**src/rtl/add_serial.sv**
```systemverilog
// ============================================================================
//  Module   : add_serial
//  Purpose  : Digit-serial unsigned adder. Adds two WIDTH-bit operands plus a
//             carry-in, DIGIT bits per clock, least-significant digit first,
//             with valid/ready handshakes on both input and output.
//             One add takes WIDTH/DIGIT digit cycles; the carry between digits
//             is held in a register.
//  Ports    : clk        rising-edge clock
//             reset      synchronous, active-high reset
//             in_valid   operands valid            in_ready   can accept operands
//             a, b       WIDTH-bit operands        cin        carry-in
//             out_valid  result valid              out_ready  consumer accepts
//             sum        a + b + cin mod 2^WIDTH   cout       carry out of MSB
//             overflow   two's-complement overflow (only with the macro below)
//  Options  : `define ADD_SERIAL_OVERFLOW_EN adds the 'overflow' output port.
//  Revision : 1.0 - initial release
// ============================================================================
`default_nettype none

module add_serial #(
  parameter int WIDTH = 16,  // operand/sum width, integer multiple of DIGIT
  parameter int DIGIT = 4    // bits added per clock, 1 <= DIGIT <= WIDTH
) (
  input  logic             clk,
  input  logic             reset,
  input  logic             in_valid,
  output logic             in_ready,
  input  logic [WIDTH-1:0] a,
  input  logic [WIDTH-1:0] b,
  input  logic             cin,
  output logic             out_valid,
  input  logic             out_ready,
  output logic [WIDTH-1:0] sum,
  output logic             cout
`ifdef ADD_SERIAL_OVERFLOW_EN
  ,
  output logic             overflow
`endif
);

  // Number of digit cycles per add and the digit counter width. A single
  // digit (DIGIT == WIDTH) still gets a 1-bit counter that simply stays at 0.
  localparam int            N    = WIDTH / DIGIT;
  localparam int            CW   = (N > 1) ? $clog2(N) : 1;
  localparam logic [CW-1:0] LAST = CW'(N - 1);

  typedef enum logic [1:0] {
    ST_IDLE = 2'd0,
    ST_BUSY = 2'd1,
    ST_DONE = 2'd2
  } state_t;

  state_t            state_q, state_d;
  logic [WIDTH-1:0]  a_q, a_d;
  logic [WIDTH-1:0]  b_q, b_d;
  logic              carry_q, carry_d;
  logic [CW-1:0]     cnt_q, cnt_d;
  logic [WIDTH-1:0]  sum_q, sum_d;
  logic              cout_q, cout_d;
`ifdef ADD_SERIAL_OVERFLOW_EN
  logic              ovf_q, ovf_d;
`endif

  // --------------------------------------------------------------------------
  // Digit datapath: one DIGIT-wide add of the current digit plus held carry.
  // --------------------------------------------------------------------------
  logic [31:0]      w_base;
  logic [DIGIT-1:0] w_dig_a;
  logic [DIGIT-1:0] w_dig_b;
  logic [DIGIT-1:0] w_dig_s;
  logic             w_dig_co;

  assign w_base  = 32'(cnt_q) * 32'(DIGIT);
  assign w_dig_a = a_q[w_base +: DIGIT];
  assign w_dig_b = b_q[w_base +: DIGIT];
  assign {w_dig_co, w_dig_s} = {1'b0, w_dig_a} + {1'b0, w_dig_b} + {{DIGIT{1'b0}}, carry_q};

`ifdef ADD_SERIAL_OVERFLOW_EN
  // Carry into the digit's top bit is recovered from that bit's sum:
  // s = a ^ b ^ c_in  =>  c_in = s ^ a ^ b. On the last digit this is the
  // carry into bit WIDTH-1.
  logic w_msb_ci;
  assign w_msb_ci = w_dig_s[DIGIT-1] ^ w_dig_a[DIGIT-1] ^ w_dig_b[DIGIT-1];
`endif

  // --------------------------------------------------------------------------
  // Next-state and datapath update
  // --------------------------------------------------------------------------
  always_comb begin
    state_d = state_q;
    a_d     = a_q;
    b_d     = b_q;
    carry_d = carry_q;
    cnt_d   = cnt_q;
    sum_d   = sum_q;
    cout_d  = cout_q;
`ifdef ADD_SERIAL_OVERFLOW_EN
    ovf_d   = ovf_q;
`endif

    case (state_q)
      ST_IDLE: begin
        if (in_valid) begin
          a_d     = a;
          b_d     = b;
          carry_d = cin;
          cnt_d   = '0;
          state_d = ST_BUSY;
        end
      end

      ST_BUSY: begin
        sum_d[w_base +: DIGIT] = w_dig_s;
        carry_d                = w_dig_co;
        if (cnt_q == LAST) begin
          // Counter holds at its terminal value; it is re-cleared on accept.
          cout_d  = w_dig_co;
`ifdef ADD_SERIAL_OVERFLOW_EN
          ovf_d   = w_msb_ci ^ w_dig_co;
`endif
          state_d = ST_DONE;
        end else begin
          cnt_d = cnt_q + 1'b1;
        end
      end

      ST_DONE: begin
        if (out_ready) begin
          state_d = ST_IDLE;
        end
      end

      default: begin
        state_d = ST_IDLE;
      end
    endcase
  end

  // --------------------------------------------------------------------------
  // State and datapath registers; reset wins over any handshake.
  // --------------------------------------------------------------------------
  always_ff @(posedge clk) begin
    if (reset) begin
      state_q <= ST_IDLE;
      a_q     <= '0;
      b_q     <= '0;
      carry_q <= 1'b0;
      cnt_q   <= '0;
      sum_q   <= '0;
      cout_q  <= 1'b0;
`ifdef ADD_SERIAL_OVERFLOW_EN
      ovf_q   <= 1'b0;
`endif
    end else begin
      state_q <= state_d;
      a_q     <= a_d;
      b_q     <= b_d;
      carry_q <= carry_d;
      cnt_q   <= cnt_d;
      sum_q   <= sum_d;
      cout_q  <= cout_d;
`ifdef ADD_SERIAL_OVERFLOW_EN
      ovf_q   <= ovf_d;
`endif
    end
  end

  assign in_ready  = (state_q == ST_IDLE);
  assign out_valid = (state_q == ST_DONE);
  assign sum       = sum_q;
  assign cout      = cout_q;
`ifdef ADD_SERIAL_OVERFLOW_EN
  assign overflow  = ovf_q;
`endif

endmodule

`default_nettype wire

```
**config.mk**
```make
export PLATFORM = sky130hd
export DESIGN_NAME = add_serial
export DESIGN_NICKNAME = d
export VERILOG_FILES = /design/src/rtl/add_serial.sv
export SDC_FILE = /design/constraint.sdc
export NUM_CORES = 1
export LEC_CHECK = 0
export CELL_PAD_IN_SITES_DETAIL_PLACEMENT = 0
export CELL_PAD_IN_SITES_GLOBAL_PLACEMENT = 1
export CORE_MARGIN = 4
export CORE_UTILIZATION = 35
export CTS_CLUSTER_SIZE = 16
export DETAILED_ROUTE_END_ITERATION = 8
export PLACE_DENSITY = 0.86
export SLEW_MARGIN = 20
export SYNTH_ARGS = -nofsm -noshare
export SYNTH_HDL_FRONTEND = slang
export SYNTH_SLANG_ARGS = --single-unit
```
**constraint.sdc**
```tcl
create_clock -name clk -period 3.4 [get_ports clk]
set_clock_uncertainty 0.2 [all_clocks]
set_input_delay 0.85 -clock clk [delete_from_list [all_inputs] [get_ports clk]]
set_output_delay 0.85 -clock clk [all_outputs]
set_load 0.02 [all_outputs]
```
== After elaboration in Yosys (flattened, before gate mapping) ==
Index checks and enable logic that the tools add are counted.
Widths: inputs -> output; s select.

* Register bits: 54
* Input bits: 37
* Output and inout port bits: 19
* Word-level logic and storage cells: 39

* Add/sub/neg operators: 4
* Equality and inequality tests: 7
* Shifts and indexed selects: 4
* Multiplexer cells: 10
* Reductions and logical operators: 7

{| class="wikitable"
|+ Operators with widths
! cell !! number
|-
| $neg 4->34 || 1
|-
| $shift 4x34->16 const A || 1
|-
| $shiftx 4x34->16 || 1
|-
| $shiftx 16x5->4 || 2
|-
| $bwmux 16 || 1
|-
| $mux 2 || 5
|-
| $ne 2x2->1 const B || 3
|-
| $pmux 2 s3 || 1
|-
| $reduce_and 2->1 || 3
|-
| $reduce_and 3->1 || 2
|-
| $add 4x4->5 || 1
|-
| $add 5x1->5 || 1
|-
| $eq 2x2->1 const B || 2
|-
| $pmux 2 s2 || 1
|-
| $add 2x1->2 const B || 1
|-
| $eq 2x1->1 const B || 1
|-
| $logic_not 2->1 || 1
|-
| $ne 2x1->1 const B || 1
|-
| $pmux 1 s2 || 1
|-
| $reduce_bool 2->1 || 1
|-
| $mux 1 || 1
|}

== Longest topological paths before layout ==
* Depth after elaboration: 5
* Mapped depth: 7
* Depth with buffers taken out: 6

== Worst setup path before layout ==
Ideal clock, no wire load.

* Path type: reg-to-reg
* From: reg cnt_q[0]
* To: reg cout_q, in the netlist cout
* Setup time: 0.129 ns
* Data arrival time: 2.415 ns
* Setup slack: 0.656 ns
* Stages on the path, launching flop included: 8
* Path buffers: 1
* Cell sequence: dfxtp_1 -> buf_6 -> mux4_2 -> fa_1 -> fa_1 -> a21o_1 -> a21oi_1 -> a311oi_1

* Longest elaborated chain between the ends: 3
* Elaborated cells on any way between the ends: 6
* Classes of those cells: 2 x add/sub; 1 x eq/ne; 2 x shift; 1 x reduce/logical

{| class="wikitable"
|+ Ends and longest elaborated chain
! item !! line !! text
|-
| from (decl) || 57 || <nowiki>logic [CW-1:0] cnt_q, cnt_d;</nowiki>
|-
| from (signal assigned) || 159 || <nowiki>cnt_q <= cnt_d;</nowiki>
|-
| $shiftx 16x5->4, on equally long branches || 74, 75 ||
|-
| $add 4x4->5 || 76 || <nowiki>assign {w_dig_co, w_dig_s} = {1'b0, w_dig_a} + {1'b0, w_dig_b} + {{DIGIT{1'b0}}, carry_q};</nowiki>
|-
| $add 5x1->5 || 76 ||
|-
| to (signal assigned) || 161 || <nowiki>cout_q <= cout_d;</nowiki>
|-
| to (decl) || 59 || <nowiki>logic cout_q, cout_d;</nowiki>
|}

Parallel ways exist; a longest one is shown, timed or not.
A chain may end at the register's enable or synchronous reset.

== Worst setup path after layout ==
Ends and elaborated chain as after synthesis.

==> flow_metrics.env <==
export IMPL_synth_edf_count=0
export IMPL_area_growth_pct=29.2
export IMPL_setup_violations=0
export IMPL_reg2reg_from="cnt_q[0]$_SDFFE_PP0P_"
export IMPL_fmax_mhz=350
export IMPL_clk_pin_slew_ns=0.09
export IMPL_ys_ff_latch=54
export IMPL_r2r_setup_slack_ns=0.54
export IMPL_synth_top_cell_area_share=0.452
export IMPL_dp_hpwl_mm=4.15
export IMPL_worstSkewPairLatency_ns=0.32
export IMPL_crit_path_end_kind="register"
export IMPL_numPortBuffers=55
export IMPL_synth_area_um2=2390
export IMPL_yosysUniqueCellTypes=36
export IMPL_crit_type="register to register"
export IMPL_post_cts_buffers=0
export IMPL_cts_resized=0
export IMPL_drt_total_wl_mm=5.53
export IMPL_ys_flop_type="dfxtp_1"
export IMPL_rsz0062_at_grt="no"
export IMPL_placed_cell_area_um2=2980
export IMPL_synth_warning_count=0
export IMPL_cts_max_path_buffers=2
export IMPL_numCtsBuffers=5
export IMPL_synthCells=260
export IMPL_layout_nets=360
export IMPL_ys_seq_area_frac=0.452
export IMPL_initial_utilization=0.368
export IMPL_final_core_util=0.475
export IMPL_fill_cells=581
export IMPL_gp_congestion=0.816
export IMPL_vias=1961
export IMPL_clock_root_buffer="clkbuf_8"
export IMPL_cts_sinks=54
export IMPL_synthTopCellsByArea="dfxtp_1, nand2_1, mux4_2"
export IMPL_io_pins=56
export IMPL_p_leak_nw=1.17
export IMPL_ctsHoldBuffers=0
export IMPL_fin_crit_ns=2.86
export IMPL_ant_nets=0
export IMPL_slew_violations=0
export IMPL_row_count=29
export IMPL_layout_common_cells="nand2_1, dfxtp_1, clkdlybuf4s50_1, a21oi_1, nor2_1"
export IMPL_cap_viol_max_count=0
export IMPL_grt_pass1_vias=1960
export IMPL_power_density_nw_per_um2=433
export IMPL_required_ns=3.38
export IMPL_ir_drop_uv=166
export IMPL_die_area_um2=8210
export IMPL_final_layout_size_suffix_gt1_frac=0.0990
export IMPL_syn_nets=308
export IMPL_final_cell_area_um2=3090
export IMPL_final_common_cell="nand2_1"
export IMPL_synth_area_leader_cell="dfxtp_1"
export IMPL_die_w_um=90.6
export IMPL_firstDrtPassIters=4
export IMPL_die_h_um=90.6
export IMPL_async_flop_share=0
export IMPL_hp_class="register to register"
export IMPL_grt_ovfl_total=0
export IMPL_fin_tns_setup_ns=0
export IMPL_grt_use_total=0.142
export IMPL_crit_start="cnt_q[0]$_SDFFE_PP0P_"
export IMPL_rr_endpoint="cout$_SDFFE_PP0P_"
export IMPL_viasPerCell=5.03
export IMPL_finalCritPeriodShare=0.841
export IMPL_grt_start_max_net_pins=40
export IMPL_avgSynthCellArea_um2=9.19
export IMPL_core_area_um2=6490
export IMPL_hold_ws_ns=0.259
export IMPL_cts_htree_levels=2
export IMPL_tightest_slew_ns=0.674
export IMPL_final_hold_viol_count=0
export IMPL_worstPathMaxFanout=7
export IMPL_status="finished clean"
export IMPL_endpoint="cout$_SDFFE_PP0P_"
export IMPL_diodes=0
export IMPL_route_detailed_drc=0
export IMPL_cp_arrival_ns=2.84
export IMPL_maxSlewHeadroom=0.551
export IMPL_worstSetupStartpointType="register"
export IMPL_wire_per_inst_um=14.2
export IMPL_totalPowerFinal_w=0.00134
export IMPL_grt_pass1_wl_mm=9.43
export IMPL_cts_tree="built"
export IMPL_drtIter0Drc=101
export IMPL_antenna_found_initial=0
export IMPL_r2r_cells=6
registers in the layout, indices dropped and copies added (netlist names):
name	cells
cnt_q	2
a_q	16
state_q	2
b_q	16
sum	16
carry_q	1
cout	1
how the worst min path moves through the flow:
stage / from / to / slack [ns] / cells past startpoint
after floorplan: a_q[10]$_SDFFE_PP0P_ / a_q[10]$_SDFFE_PP0P_ / 0.23 / 2
after global placement: b_q[5]$_SDFFE_PP0P_ / b_q[5]$_SDFFE_PP0P_ / 0.24 / 2
after detailed placement: b_q[7]$_SDFFE_PP0P_ / b_q[7]$_SDFFE_PP0P_ / 0.25 / 2
after CTS: b_q[7]$_SDFFE_PP0P_ / b_q[7]$_SDFFE_PP0P_ / 0.26 / 2
after global routing: a_q[11]$_SDFFE_PP0P_ / a_q[11]$_SDFFE_PP0P_ / 0.29 / 2
final: a_q[14]$_SDFFE_PP0P_ / a_q[14]$_SDFFE_PP0P_ / 0.26 / 2
cell usage after synthesis (2+ instances only):
| cell type | n |
|---|---|
| a211oi_1 | 2 |
| a21oi_1 | 35 |
| a22oi_1 | 14 |
| a32oi_1 | 2 |
| and2b_2 | 2 |
| buf_2 | 6 |
| buf_6 | 2 |
| clkbuf_1 | 5 |
| dfxtp_1 | 54 |
| fa_1 | 2 |
| ha_1 | 9 |
| inv_1 | 3 |
| mux4_2 | 8 |
| nand2_1 | 73 |
| nand2b_1 | 2 |
| nand3b_1 | 2 |
| nor2_1 | 19 |
| o21ai_0 | 2 |
metal layers:
metal	wire (um)	up-vias	GRT usage
met5	0	-	0
met4	78	0	0.0459
met3	308	8	0.0458
met2	2510	49	0.219
met1	2640	909	0.187
li1	-	995	-
cell families after synthesis:
| kind of cell | count (synthesis) | share of synthesized area |
|---|---|---|
| AND/OR/NAND/NOR | 109 | 0.212 |
| AO/OA/AOI/OAI | 59 | 0.149 |
| XOR/XNOR | 1 | 0.00367 |
| adder cells (fa/ha/maj) | 11 | 0.0639 |
| flip-flops | 54 | 0.452 |
| buffers and inverters | 18 | 0.0440 |
| multiplexers | 8 | 0.0754 |
critical path: stages (launching register included):
cell and delay (ns):
dfxtp_1 0.58, mux4_2 0.58, fa_1 0.45, fa_1 0.42, a21o_1 0.19, a21oi_1 0.18, a311oi_1 0.11
power breakdown:
group          internal, W  total [W]  switching, W
combinational     0.000107   0.000212      0.000105
clock             0.000221   0.000442      0.000221
sequential        0.000661   0.000682     0.0000205
total             0.000990    0.00134      0.000347
cell type report:
cell class / instances / area (um^2) / area share
Sequential cell: 54 / 1080 / 0.350
Inverter: 3 / 11.3 / 0.00365
Timing Repair Buffer: 60 / 583 / 0.189
Multi-Input combinational cell: 188 / 1200 / 0.390
Tap cell: 77 / 96.3 / 0.0312
Clock buffer: 5 / 68.8 / 0.0223
Clock inverter: 3 / 43.8 / 0.0142
per-stage QoR:
| step | setup WS (ns) | instances |
|---|---|---|
| after floorplan | 0.656 | 260 |
| after global placement | 0.608 | 382 |
| after detailed placement | 0.510 | 382 |
| after CTS | 0.496 | 390 |
| after global routing | 0.293 | 390 |
| final | 0.540 | 390 |
(Power assumes the default switching activity.)
